===== src/rtl/conv_frame_ctrl.sv =====
// Frame controller for a 3x3 convolution front end: streams one frame of pixels
// from memory into a line buffer and counts the windows that come back.
module conv_frame_ctrl #(
  parameter int WIDTH     = 28,
  parameter int HEIGHT    = 28,
  parameter int DATA_BITS = 8,
  parameter int ADDR_BITS = 10,
  parameter int DRAIN_MAX = 8
) (
  input  logic                 clk,
  input  logic                 rst,
  input  logic                 start,
  input  logic                 stall,
  output logic [ADDR_BITS-1:0] mem_addr,
  output logic                 mem_rd_en,
  input  logic [DATA_BITS-1:0] mem_rdata,
  output logic [DATA_BITS-1:0] pix_out,
  output logic                 pix_valid,
  output logic                 buf_rst_n,
  input  logic                 win_valid,
  output logic                 busy,
  output logic                 done,
  output logic                 err,
  output logic [15:0]          win_count
);
  localparam int NPIX = WIDTH * HEIGHT;
  localparam logic [15:0] EXPECTED = 16'((WIDTH - 2) * (HEIGHT - 2));
  localparam logic [ADDR_BITS-1:0] LAST_ADDR = ADDR_BITS'(NPIX - 1);
  localparam int DW = $clog2(DRAIN_MAX + 1);
  localparam logic [DW-1:0] DRAIN_LAST = DW'(DRAIN_MAX - 1);

  typedef enum logic [1:0] {IDLE, FETCH, DRAIN, DONE} state_t;

  state_t               state, state_nxt;
  logic [ADDR_BITS-1:0] addr;
  logic [DW-1:0]        drain_cnt;
  logic [1:0]           vld_pipe;
  logic                 accept, full, drain_to;

  assign accept    = (state == IDLE) && start;
  assign full      = (win_count == EXPECTED);
  assign drain_to  = (state == DRAIN) && !full && (drain_cnt == DRAIN_LAST);
  assign mem_addr  = addr;
  assign pix_valid = vld_pipe[1];

  always_comb begin
    state_nxt = state;
    mem_rd_en = 1'b0;
    busy      = 1'b0;
    done      = 1'b0;
    case (state)
      IDLE:  if (start) state_nxt = FETCH;
      FETCH: begin
        busy      = 1'b1;
        mem_rd_en = !stall;
        if (!stall && addr == LAST_ADDR) state_nxt = DRAIN;
      end
      DRAIN: begin
        busy = 1'b1;
        if (full || drain_cnt == DRAIN_LAST) state_nxt = DONE;
      end
      DONE: begin
        done      = 1'b1;
        state_nxt = IDLE;
      end
      default: state_nxt = IDLE;
    endcase
  end

  always_ff @(posedge clk) begin
    if (rst) begin
      state     <= IDLE;
      addr      <= '0;
      drain_cnt <= '0;
      vld_pipe  <= '0;
      pix_out   <= '0;
      win_count <= '0;
      err       <= 1'b0;
      buf_rst_n <= 1'b0;
    end else begin
      state     <= state_nxt;
      // Clearing the line buffer on the frame's first FETCH cycle is safe: the
      // first pixel only reaches it two cycles later.
      buf_rst_n <= !accept;
      vld_pipe  <= {vld_pipe[0], mem_rd_en};
      if (vld_pipe[0]) pix_out <= mem_rdata;
      drain_cnt <= (state == DRAIN) ? drain_cnt + DW'(1) : '0;
      if (accept) begin
        addr      <= '0;
        win_count <= '0;
        err       <= 1'b0;
      end else begin
        if (mem_rd_en) addr <= addr + ADDR_BITS'(1);
        if (busy && win_valid) begin
          if (full) err <= 1'b1;
          else      win_count <= win_count + 16'd1;
        end
        if (drain_to) err <= 1'b1;
      end
    end
  end
endmodule


===== config.mk =====
export PLATFORM = sky130hd
export DESIGN_NAME = conv_frame_ctrl
export DESIGN_NICKNAME = d
export VERILOG_FILES = /design/src/rtl/conv_frame_ctrl.sv
export SDC_FILE = /design/constraint.sdc
export NUM_CORES = 1
export LEC_CHECK = 0
export CORE_ASPECT_RATIO = 0.75
export CORE_UTILIZATION = 43
export CTS_CLUSTER_DIAMETER = 100
export DETAILED_ROUTE_END_ITERATION = 16
export PLACE_DENSITY = 0.72
export SLEW_MARGIN = 10
export SYNTH_ARGS = -nofsm -noshare
export SYNTH_HDL_FRONTEND = slang
export SYNTH_SLANG_ARGS = --single-unit

===== constraint.sdc =====
create_clock -name clk -period 1.9 [get_ports clk]
set_input_delay 0.285 -clock clk [delete_from_list [all_inputs] [get_ports clk]]
set_output_delay 0.285 -clock clk [all_outputs]
set_load 0.05 [all_outputs]

==> flow_summary.toml <==
[setup_path]
worstPathCellList = "clkdlybuf4s50_1"
critPathCaptureType = "primary output"
path_class = "register to primary output"
cp_top_family = "buffers and inverters"
slowest_stage = "clkdlybuf4s50_1"
critPathMaxStageDelay_ns = 0.83
cp-start-kind = "register"
critPathCapture = "mem_addr[7]"
crit_start = "mem_addr[7]"
reg2reg_depth = 4
critPathRequiredTime_ns = 1.62
r2r-start = "win_count[9]"
reg2reg_slack_ns = 0.09
crit_buf_inv = 1
reg2reg_to = "state[0]"
critPathArrivalTime_ns = 1.55
cp.depth = 1
crit_fanout = 5

[clock_tree]
cts-buffers-inserted = 5
ctsHoldBuffers = 0
cts-root-buf = "clkbuf_8"
htree_levels = 2
postCtsSetupRepairBufs = 0
clkTransAtPathRegs_ns = 0.08
cts_buffer_depth = 2
cts_tree = "yes"
clock_latency_ns = 0.31
cts.sinks = 44

[synthesis]
synthFlopType = "dfxtp_1"
syn_area_um2 = 2030
yosysTopAreaCell = "dfxtp_1"
avgSynthCellArea_um2 = 9.18
synth_cells = 221
yosysTopAreaCellShare_pct = 43.4
ys_top_cells_by_count = "44 x dfxtp_1, 28 x nor2_1, 16 x nand2_1, 12 x a21oi_1, 10 x mux2i_1"
ys_ff_latch = 44
ys_warn_count = 0
synthArstFlopShare_pct = 0
synth_nets = 243
ys_types = 43
yosysSeqAreaShare_pct = 43.4
synth_edf_count = 0
synth.most_common_cell = "dfxtp_1"
yosys-top-cells-area = "dfxtp_1 43%, ha_1 5.6%, nor2_1 5.2%"

[sta]
skew_ns = 0.00460
setup_viol = 0
worst_slack_ns = 0.0645
tns_ns = 0
rsz0062_at_grt = "false"
slew_headroom_pct = 64.8
fmax_ghz = 0.545
final.period_utilization_pct = 96.6
slew_violations = 0
min_period_ns = 1.84
hold_viol = 0
worst_slew_pin_slew_ns = 0.526

[floorplanning]
rows = 21
io_pins = 53
fp.dieArea_um2 = 5000
die_x_um = 81.3
die_y_um = 61.5
core_area_um2 = 4490
initial_core_util_pct = 45.1

[drt]
wl_mm = 4.78
dr.pass1.iters = 4
drt_iter0_drc = 66
vias_per_cell = 5.25
drc = 0
route.vias.total = 1815
ant_nets = 0
wl_per_cell_um = 13.8

[power]
fin_total_pwr_w = 0.00265
vdd_drop_max_v = 0.000901
leakagePower_nw = 1.20
powerDensity_nw_per_um2 = 923

[placement]
place_hpwl_mm = 3.44
place.gp.congestion = 0.827
dp_slack_ns = -0.00771
port_buffers = 52
dpl_cell_area_um2 = 2730

[cells_and_area]
final_cell_area_um2 = 2870
antenna_cells = 0
drive_above_1_share_pct = 15.9
area_growth_pct = 41.4
fillCellCount = 392
nNetsFinal = 310

[global_route]
grt_pass1_vias = 1590
grt_max_degree = 15
overflow = 0
antenna_found_initial = 0
grt_usage_pct = 20.8
grt_pass1_wl_mm = 7.61

[outcome]
outcome = "finished clean"

[min_path]
hold_class = "register to register"
hold_depth = 1

[job]
cap_violations = 0
how the worst min path moves through the flow:
stage	start	endpoint
after floorplan	rst	vld_pipe[1]
after global placement	drain_cnt[0]	drain_cnt[0]
after detailed placement	drain_cnt[0]	drain_cnt[0]
after CTS	drain_cnt[0]	drain_cnt[0]
after global routing	drain_cnt[0]	drain_cnt[0]
final	drain_cnt[0]	drain_cnt[0]
sequential cells by signal (all words and copies together) (netlist names):
signal	cells
state	2
vld_pipe	2
err	1
drain_cnt	4
pix_out	8
win_count	16
buf_rst_n	1
mem_addr	10
cell type report:
cell class                 count  area (um2)  share of cell area, %
multi-input combinational    163        1130                   39.5
sequential                    44         886                   30.9
timing repair buffer          65         637                   22.2
clock buffer                   6        72.6                   2.53
tap                           57        71.3                   2.49
clock inverter                 2        35.0                   1.22
inverter                       9        33.8                   1.18
per-stage QoR:
step / hold slack (ns) / cells / util [%]
after floorplan: 0.357 / 221 / -
after global placement: 0.432 / 338 / 60.7
after detailed placement: 0.441 / 338 / 60.7
after CTS: 0.456 / 346 / 63.3
after global routing: 0.492 / 346 / 63.8
final: 0.449 / 346 / 63.8
kinds of logic (layout without fill, tap and decap cells):
| group | Yosys count | after routing | share of synthesized area [%] |
|---|---|---|---|
| flops | 44 | 44 | 43.4 |
| fa+ha+maj | 9 | 9 | 5.55 |
| buf+inv | 14 | 82 | 2.59 |
| simple gates | 97 | 97 | 27.0 |
| xor+xnor | 13 | 13 | 5.61 |
| compound gates | 34 | 34 | 10.9 |
| mux | 10 | 10 | 4.94 |
routing by layer:
metal | track usage [%] | part of all wire [%] | vias up
li1 | - | - | 921
met1 | 29.8 | 50 | 834
met2 | 29.0 | 43 | 52
met3 | 5.19 | 5.8 | 8
met4 | 9.95 | 1.7 | 0
met5 | 0 | 0 | -
where the power goes:
| part | switching [W] | total [W] | internal (W) |
|---|---|---|---|
| clock | 0.000327 | 0.000717 | 0.000390 |
| combinational | 0.000524 | 0.000905 | 0.000382 |
| sequential | 0.0000458 | 0.00102 | 0.000978 |
placed cells by master, fill, tap and decap left out, types with 5 or more instances in the layout:
cell,synthesis,final
dfxtp_1,44,40
clkdlybuf4s50_1,0,34
nor2_1,28,28
buf_4,0,19
nand2_1,16,16
a21oi_1,12,12
mux2i_1,10,10
nand4_1,9,9
xor2_1,8,8
ha_1,9,8
inv_1,9,7
nand3_1,8,7
dlymetal6s2s_1,0,7
o21ai_0,6,6
xnor2_1,5,5
or4_1,5,5
clkbuf_8,0,5
timing repair:
action                                  in CTS  in global routing
pin swaps                                    0                  0
endpoints found under the setup margin       6                 11
resized for setup                            5                 11
Power figures use the tool's default switching activity.
